$ cat src/rtl/counter_ctrl_pkg.sv
// rtl/counter_ctrl_pkg.sv - shared types and constants for the counter sequencing controller
package counter_ctrl_pkg;

  localparam int WIDTH_DEFAULT = 8;
  localparam int PRESCALE_W    = 8;

  typedef enum logic [1:0] {
    ST_IDLE = 2'd0,
    ST_LOAD = 2'd1,
    ST_RUN  = 2'd2,
    ST_DONE = 2'd3
  } ctrl_state_t;

  typedef struct packed {
    logic [WIDTH_DEFAULT-1:0] start;
    logic [WIDTH_DEFAULT-1:0] stop;
    logic [PRESCALE_W-1:0]    prescale;
    logic                     periodic;
  } ctrl_job_t;

  // IDLE and DONE are the only states that take a new job.
  function automatic logic accepts_job(input ctrl_state_t s);
    return (s == ST_IDLE) || (s == ST_DONE);
  endfunction

endpackage

$ cat src/rtl/counter_ctrl_prescaler.sv
// rtl/counter_ctrl_prescaler.sv - tick divider: counts 0..limit while running, holds on halt
module counter_ctrl_prescaler
  import counter_ctrl_pkg::*;
(
  input  logic                  clk,
  input  logic                  reset,
  input  logic                  clear,
  input  logic                  run,
  input  logic                  halt,
  input  logic [PRESCALE_W-1:0] limit,
  output logic                  tick
);

  logic [PRESCALE_W-1:0] count_q;
  logic                  at_limit;

  assign at_limit = (count_q == limit);
  assign tick     = run && !halt && at_limit;

  always_ff @(posedge clk) begin
    if (!reset) begin
      count_q <= '0;
    end else if (clear) begin
      count_q <= '0;
    end else if (run && !halt) begin
      if (at_limit) begin
        count_q <= '0;
      end else begin
        count_q <= count_q + 1'b1;
      end
    end
  end

endmodule

$ cat src/rtl/counter_ctrl.sv
// rtl/counter_ctrl.sv - counter job sequencer; COUNTER_CTRL_PRESCALE_EN enables the tick prescaler
module counter_ctrl
  import counter_ctrl_pkg::*;
#(
  parameter int WIDTH = WIDTH_DEFAULT
) (
  input  logic             clk,
  input  logic             reset,
  input  logic             cfg_valid,
  output logic             cfg_ready,
  input  logic [WIDTH-1:0] cfg_start,
  input  logic [WIDTH-1:0] cfg_stop,
  input  logic [7:0]       cfg_prescale,
  input  logic             cfg_periodic,
  input  logic             halt,
  input  logic             abort,
  input  logic [WIDTH-1:0] cnt_q,
  output logic             cnt_enable,
  output logic             cnt_load,
  output logic [WIDTH-1:0] cnt_d,
  output logic             busy,
  output logic             tc_pulse,
  output logic             done
);

  ctrl_state_t state_q, state_d;
  ctrl_job_t   job_q;
  logic        accept;
  logic        tick;
  logic        terminal;

  assign accept   = cfg_valid && cfg_ready;
  assign terminal = (cnt_q == WIDTH'(job_q.stop));

`ifdef COUNTER_CTRL_PRESCALE_EN
  counter_ctrl_prescaler u_prescaler (
    .clk   (clk),
    .reset (reset),
    .clear (state_q == ST_LOAD),
    .run   (state_q == ST_RUN),
    .halt  (halt),
    .limit (job_q.prescale),
    .tick  (tick)
  );
`else
  logic unused_prescale;

  assign tick            = (state_q == ST_RUN) && !halt;
  assign unused_prescale = ^{cfg_prescale, job_q.prescale};
`endif

  always_ff @(posedge clk) begin
    if (!reset) begin
      state_q <= ST_IDLE;
    end else begin
      state_q <= state_d;
    end
  end

  // Job fields only change on acceptance, so a request while busy leaves them alone.
  always_ff @(posedge clk) begin
    if (!reset) begin
      job_q <= '0;
    end else if (accept) begin
      job_q.start    <= WIDTH_DEFAULT'(cfg_start);
      job_q.stop     <= WIDTH_DEFAULT'(cfg_stop);
`ifdef COUNTER_CTRL_PRESCALE_EN
      job_q.prescale <= cfg_prescale;
`else
      job_q.prescale <= '0;
`endif
      job_q.periodic <= cfg_periodic;
    end
  end

  always_comb begin
    state_d    = state_q;
    cfg_ready  = accepts_job(state_q) && !abort;
    cnt_enable = 1'b0;
    cnt_load   = 1'b0;
    cnt_d      = '0;
    tc_pulse   = 1'b0;
    busy       = (state_q == ST_LOAD) || (state_q == ST_RUN);
    done       = (state_q == ST_DONE);

    case (state_q)
      ST_IDLE, ST_DONE: begin
        if (accept) begin
          state_d = ST_LOAD;
        end
      end
      ST_LOAD: begin
        cnt_load = 1'b1;
        cnt_d    = WIDTH'(job_q.start);
        state_d  = ST_RUN;
      end
      ST_RUN: begin
        // Abort suppresses every tick-side effect, including the terminal strobe.
        if (tick && !abort) begin
          if (terminal) begin
            tc_pulse = 1'b1;
            if (job_q.periodic) begin
              cnt_load = 1'b1;
              cnt_d    = WIDTH'(job_q.start);
            end else begin
              state_d = ST_DONE;
            end
          end else begin
            cnt_enable = 1'b1;
          end
        end
      end
      default: state_d = ST_IDLE;
    endcase

    if (abort) begin
      state_d = ST_IDLE;
    end
  end

endmodule
$ cat config.mk
export PLATFORM = sky130hd
export DESIGN_NAME = counter_ctrl
export DESIGN_NICKNAME = d
export VERILOG_FILES = /design/src/rtl/counter_ctrl_pkg.sv /design/src/rtl/counter_ctrl_prescaler.sv /design/src/rtl/counter_ctrl.sv
export SDC_FILE = /design/constraint.sdc
export NUM_CORES = 1
export LEC_CHECK = 0
export CAP_MARGIN = 20
export CORE_ASPECT_RATIO = 1.1
export CORE_UTILIZATION = 42
export CTS_BUF_LIST = sky130_fd_sc_hd__clkbuf_16
export DETAILED_ROUTE_END_ITERATION = 10
export GPL_TIMING_DRIVEN = 0
export HOLD_SLACK_MARGIN = 0.1
export PLACE_DENSITY = 0.95
export SYNTH_ARGS = -nofsm -noshare
export SYNTH_HDL_FRONTEND = slang
export SYNTH_HIERARCHICAL = 1
export SYNTH_SLANG_ARGS = --single-unit
export TNS_END_PERCENT = 30
$ cat constraint.sdc
create_clock -name clk -period 3.4 [get_ports clk]
set_input_delay 0.68 -clock clk [delete_from_list [all_inputs] [get_ports clk]]
set_output_delay 0.68 -clock clk [all_outputs]
set_load 0.01 [all_outputs]
==> flow_metrics.py, run 1 <==
metrics = {
    "status": {
        "status": "finished, final reports clean",
    },
    "sta": {
        "period_minus_slack_ns": 3.27,
        "slew-limit-headroom": 0.729,
        "fmax_ghz": 0.306,
        "period_share": 0.962,
        "hold_ws_ns": 0.462,
        "rsz0062_at_grt": "false",
        "hold_viol_final": 0,
        "slew_viol_final": 0,
        "tightest_slew_ns": 0.407,
        "fin_skew_ns": 0.000526,
        "setup_viol": 0,
    },
    "power_and_ir_drop": {
        "pwr-share-comb": 0.173,
        "power.density_nw_per_um2": 361,
        "ir_worst_vdd_uv": 235,
        "p_sw_frac": 0.223,
        "leakage_uw": 0.000693,
        "clkPwrFrac": 0.409,
        "pwr-share-seq": 0.418,
        "p_sw_uw": 128,
        "cellInternalPower_uw": 448,
    },
    "detailed_routing": {
        "ant_nets": 0,
        "viasPerCell": 4.93,
        "drt_iter0_drc": 15,
        "vias": 1005,
        "wl_per_cell_um": 14.1,
        "drt-total-wl_mm": 2.87,
        "drtPass1Iterations": 4,
        "drc": 0,
    },
    "yosys": {
        "ys_ff_latch": 19,
        "syn_area_per_cell_um2": 8.34,
        "syn_nets": 161,
        "synthCells": 120,
        "netlist_area_um2": 1000,
        "seq_area_frac_synth": 0.380,
        "ys_types": 24,
        "synth_warnings": 6,
    },
    "global_routing": {
        "antenna_found_initial": 0,
        "grt_pass1_vias": 1010,
        "grt_usage": 0.225,
        "grt.busiest_layer": "met2",
        "grt.met3_usage": 0.0287,
        "grt.met2_usage": 0.427,
        "gr-total-overflow": 0,
        "grt_start_max_net_pins": 11,
        "grt_pass1_wl_mm": 4.31,
        "use_met1": 0.240,
    },
    "min_path": {
        "min_path_cells": 2,
        "worstHoldStart": "job_q[20]$_SDFFE_PN0P_",
        "whs_endpoint": "job_q[20]$_SDFFE_PN0P_",
        "hold_class": "reg -> reg",
    },
    "die": {
        "initial_core_util": 0.444,
        "die_y_um": 53.2,
        "std_cell_rows": 18,
        "die_area_um2": 2580,
        "fp.coreArea_um2": 2250,
        "io_pins": 52,
        "fp.dieW_um": 48.5,
    },
    "clock_network": {
        "clkSinkCount": 19,
        "cts_max_level": 1,
        "clock_latency_ns": 0.25,
        "cts_max_path_buffers": 2,
        "cts_tree": "done",
        "clkSlewWorstSetupHoldPaths_ns": 0.05,
        "cts_made_buffers": 3,
        "ctsRootBufferMaster": "clkbuf_16",
    },
    "layout": {
        "final_util": 0.709,
        "seq_area_um2": 380,
        "mostFrequentLayoutCell": "nand2_1",
        "diodes": 0,
        "num-nets-final": 216,
        "n_fill_cell": 158,
        "multi_input_area_um2": 593,
        "area_delta_synth_final_pct": 59.6,
        "final_layout_size_suffix_gt1_frac": 0.115,
        "layout_common_cells": "nand2_1, clkdlybuf4s50_1, dfxtp_1",
        "postLayoutCellArea_um2": 1600,
        "fin_cells": 204,
    },
    "setup_path": {
        "crit_chain": "clkdlybuf4s50_1, xor2_1, nor4_2, buf_4, nand2_1, nor2_1, clkdlybuf4s50_1",
        "crit_fanout": 2,
        "worstSetupPathType": "in -> out",
        "crit_required_ns": 2.72,
        "endpoint_kind": "primary output",
        "r2r_end": "job_q[19]$_SDFFE_PN0P_",
        "setup.worst_path.start_class": "primary input",
        "rr_worst_depth": 8,
        "cp_slowest_cell": "clkdlybuf4s50_1",
        "worstPathArrival_ns": 2.59,
        "crit_top_cell": "clkdlybuf4s50_1",
        "cp_slowest_stage_delay_ns": 0.54,
        "reg2reg_slack_ns": 1.31,
        "r2r_start": "state_q[0]$_SDFFE_PP0P_",
    },
    "placed_design": {
        "place_congestion": 0.786,
        "io_buffers": 43,
        "post-place-cells": 193,
        "post_dp_cell_area_um2": 1470,
        "detailed_place_hpwl_mm": 1.82,
    },
    "job": {
        "maxCapViolations": 0,
    },
}
## timing repair
| action | CTS | global route |
|---|---|---|
| setup buffers | 3 | 3 |
| gates cloned | 1 | 0 |
| gates resized for setup | 9 | 1 |
| hold buffers | 0 | 0 |
| pin swaps | 2 | 4 |
| setup endpoints to repair | 8 | 1 |
## through the flow
step / power (µW) / TNS [ns] / setup WS, ns
6_report: 576 / 0 / 0.130
5_1_grt: 599 / 0 / 0.0454
4_1_cts: 574 / -0.0238 / -0.0238
3_5_place_dp: 337 / -0.730 / -0.106
3_3_place_gp: 333 / -0.388 / -0.0582
2_1_floorplan: 287 / 0 / 0.987
## cells in the mapped netlist, drive strengths merged
| cell | count | area, µm² |
|---|---|---|
| nor4 | 2 | 25.0 |
| nand2b | 2 | 12.5 |
| mux2i | 2 | 20.0 |
| ha | 3 | 37.5 |
| dfxtp | 19 | 380 |
| o21ai | 1 | 8.76 |
| nor2b | 1 | 6.26 |
| a21boi | 17 | 128 |
| or3b | 1 | 11.3 |
| clkbuf | 2 | 7.51 |
| a21oi | 1 | 5.00 |
| and2 | 10 | 62.6 |
| a41oi | 1 | 8.76 |
| xor2 | 8 | 70.1 |
| inv | 4 | 15.0 |
| buf | 2 | 18.8 |
| a211o | 1 | 8.76 |
| nand2 | 39 | 146 |
| nor2 | 3 | 21.3 |
| a21o | 1 | 7.51 |
## metal layers
layer | vias up | part of all wire
li1 | 496 | -
met1 | 468 | 0.42
met2 | 35 | 0.52
met3 | 6 | 0.039
met4 | 0 | 0.021
met5 | - | 0
## worst max-delay path by stage
stage | depth (start not counted) | endpoint | slack (ns) | from
2_1_floorplan | 5 | cnt_d[0] | 0.99 | cnt_q[3]
3_3_place_gp | 7 | cnt_d[3] | -0.06 | cnt_q[3]
3_5_place_dp | 7 | cnt_d[2] | -0.11 | cnt_q[3]
4_1_cts | 7 | cnt_d[6] | -0.02 | cnt_q[4]
5_1_grt | 7 | tc_pulse | 0.05 | cnt_q[7]
6_report | 7 | tc_pulse | 0.13 | cnt_q[3]
## flip-flops by register name, summed over array words and instances, names as in the netlist
register	flops
job_q	17
state_q	2
## cells by family (layout without fill, tap and decap cells)
group,count (synthesis),count (layout),share of synthesized area
mux,2,2,0.0200
buf+inv,8,61,0.0413
fa+ha+maj,3,3,0.0375
simple gates,58,59,0.285
xor+xnor,8,8,0.0700
flops,19,19,0.380
compound gates,22,22,0.166
## worst max-delay path, delay by kind of cell
family / cells / cell delay [ns]
XOR/XNOR: 1 / 0.16
buffers and inverters: 3 / 1.16
AND/OR/NAND/NOR: 3 / 0.60
## power by group through the flow
| stage | logic [µW] | clock network, µW | registers (µW) |
|---|---|---|---|
| floorplan | 43.4 | 0 | 243 |
| global placement | 89.2 | 0 | 244 |
| detailed placement | 91.7 | 0 | 245 |
| CTS | 96.0 | 238 | 240 |
| global route | 108 | 249 | 242 |
| finish | 99.8 | 235 | 241 |
## layout make-up
cell class / instances / share of cell area
plain buffers: 4 / 0.0164
clock buffers: 3 / 0.0470
clock inverters: 1 / 0.00235
inverters: 4 / 0.00940
multi-input cells: 94 / 0.371
flip-flops and latches: 19 / 0.238
well taps: 30 / 0.0235
repair buffers: 49 / 0.292
(Power assumes the default switching activity.)
==> run 2, diff against run 1 <==
--- a/config.mk
+++ b/config.mk
@@ -12,7 +12,7 @@
 export DETAILED_ROUTE_END_ITERATION = 10
 export GPL_TIMING_DRIVEN = 0
 export HOLD_SLACK_MARGIN = 0.1
-export PLACE_DENSITY = 0.95
+export PLACE_DENSITY = 0.84
 export SYNTH_ARGS = -nofsm -noshare
 export SYNTH_HDL_FRONTEND = slang
 export SYNTH_HIERARCHICAL = 1
==> flow_metrics.py, run 2 (same netlist as run 1, synthesis figures left out) <==
metrics = {
    "status": {
        "status": "finished, final reports clean",
    },
    "global_routing": {
        "grt_pass1_vias": 848,
        "antenna_found_initial": 0,
        "grt_pass1_wl_mm": 3.73,
        "grt_start_max_net_pins": 12,
        "gr-total-overflow": 0,
        "grt_usage": 0.194,
    },
    "power_and_ir_drop": {
        "ir_worst_vdd_uv": 326,
        "power.density_nw_per_um2": 368,
        "leakage_uw": 0.000656,
    },
    "clock_network": {
        "clkSinkCount": 19,
        "clkSlewWorstSetupHoldPaths_ns": 0.05,
        "clock_latency_ns": 0.25,
        "cts_max_level": 1,
        "cts_max_path_buffers": 2,
        "ctsRootBufferMaster": "clkbuf_16",
        "hold_buffers": 0,
        "cts_tree": "done",
        "cts_made_buffers": 3,
    },
    "layout": {
        "n_fill_cell": 185,
        "final_layout_size_suffix_gt1_frac": 0.0947,
        "fin_cells": 199,
        "regMostFlops": "job_q",
        "layout_common_cells": "nand2_1, clkdlybuf4s50_1, dfxtp_1",
        "reg.largest.list": "job_q (17), state_q (2)",
        "num-nets-final": 211,
        "largest_reg_flops": 17,
        "postLayoutCellArea_um2": 1560,
        "area_delta_synth_final_pct": 55.8,
        "final_util": 0.692,
        "diodes": 0,
        "mostFrequentLayoutCell": "nand2_1",
    },
    "setup_path": {
        "rr_worst_depth": 8,
        "endpoint_kind": "primary output",
        "crit_start": "cnt_q[1]",
        "reg2reg_slack_ns": 1.39,
        "worstSetupPathType": "in -> out",
        "worstPathArrival_ns": 2.61,
        "r2r_end": "job_q[23]$_SDFFE_PN0P_",
        "r2r_start": "state_q[0]$_SDFFE_PP0P_",
        "crit_required_ns": 2.72,
        "crit_fanout": 2,
        "setup.worst_path.start_class": "primary input",
    },
    "placed_design": {
        "detailed_place_hpwl_mm": 1.77,
        "place_congestion": 0.809,
        "post_dp_cell_area_um2": 1470,
        "pre_cts_ws_ns": -0.0954,
        "io_buffers": 43,
        "post-place-cells": 193,
    },
    "die": {
        "die_area_um2": 2580,
        "initial_core_util": 0.444,
        "fp.dieW_um": 48.5,
        "io_pins": 52,
        "die_y_um": 53.2,
        "std_cell_rows": 18,
        "fp.coreArea_um2": 2250,
    },
    "sta": {
        "finalWorstSetupSlack_ns": 0.105,
        "fmax_ghz": 0.304,
        "tightest_slew_ns": 0.445,
        "slew-limit-headroom": 0.703,
        "period_minus_slack_ns": 3.29,
        "hold_viol_final": 0,
        "fin_skew_ns": 0.000739,
        "slew_viol_final": 0,
        "period_share": 0.969,
        "rsz0062_at_grt": "false",
        "setup_viol": 0,
    },
    "detailed_routing": {
        "drt_iter0_drc": 8,
        "drtPass1Iterations": 4,
        "vias": 939,
        "drc": 0,
        "viasPerCell": 4.72,
        "ant_nets": 0,
        "drt-total-wl_mm": 2.40,
        "wl_per_cell_um": 12.1,
    },
    "min_path": {
        "whs_endpoint": "job_q[24]$_SDFFE_PN0P_",
        "min_path_cells": 2,
        "worstHoldStart": "job_q[24]$_SDFFE_PN0P_",
        "hold_class": "reg -> reg",
    },
    "job": {
        "maxCapViolations": 0,
    },
}
## run 2: cell count changes in the layout (fill, tap and decap cells not counted), sizes merged
cell          previous run  this run
nor2                     4         3
inv                      5         4
buf                      9         5
dlygate4sd2              7         8
clkinv                   0         1
dlymetal6s2s             1         0
## run 2: critical path, cell delays in order
cell and delay [ns]:
clkdlybuf4s50_1 0.43, xor2_1 0.17, nor4_2 0.42, buf_4 0.19
nand2_1 0.07, nor2_1 0.11, clkdlybuf4s50_1 0.54
## run 2: final cells by class
class                      instances  area (µm²)  area share
clock inverter                     1        5.00     0.00321
inverter                           4        15.0     0.00963
clock buffer                       3        75.1      0.0482
timing repair buffer              45         433       0.278
tap                               30        37.5      0.0241
sequential                        19         380       0.244
multi-input combinational         93         587       0.376
buffer                             4        26.3      0.0169
## run 2: metal layers
metal / track usage / up-vias / wire length [µm]
met3: 0.0316 / 4 / 91
met5: 0 / - / 0
met2: 0.354 / 25 / 1170
met1: 0.231 / 423 / 1100
met4: 0.0735 / 0 / 33
li1: - / 487 / -
## run 2: worst max path at each step
stage                    end  cells past startpoint
floorplan           cnt_d[0]                      5
global placement    cnt_d[3]                      7
detailed placement  cnt_d[7]                      7
CTS                 tc_pulse                      7
global route        tc_pulse                      7
finish              tc_pulse                      7
## run 2: through the flow
step / hold slack (ns) / total power [µW] / setup TNS, ns
after global placement: 0.443 / 334 / -0.585
after global routing: 0.485 / 599 / 0
after floorplan: 0.430 / 287 / 0
final: 0.455 / 574 / 0
after CTS: 0.459 / 576 / 0
after detailed placement: 0.452 / 337 / -0.617
## run 2: power by group
group	switching, µW	leakage (µW)	internal [µW]	total (µW)
sequential	6.57	0.000155	234	240
combinational	39.7	0.000460	55.4	95.1
clock	81.0	0.0000409	158	239
## run 2: what timing repair did
action,CTS,global route
gates resized for setup,10,0
endpoints found under the setup margin,8,0
endpoints found under the hold margin,0,0
buffers inserted,2,0
==> run 3, diff against run 2 <==
--- a/config.mk
+++ b/config.mk
@@ -10,6 +10,7 @@
 export CORE_UTILIZATION = 42
 export CTS_BUF_LIST = sky130_fd_sc_hd__clkbuf_16
 export DETAILED_ROUTE_END_ITERATION = 10
+export GPL_ROUTABILITY_DRIVEN = 1
 export GPL_TIMING_DRIVEN = 0
 export HOLD_SLACK_MARGIN = 0.1
 export PLACE_DENSITY = 0.84
==> results of run 3 <==
The final DEF is identical to that of run 2; final timing and power are the same.
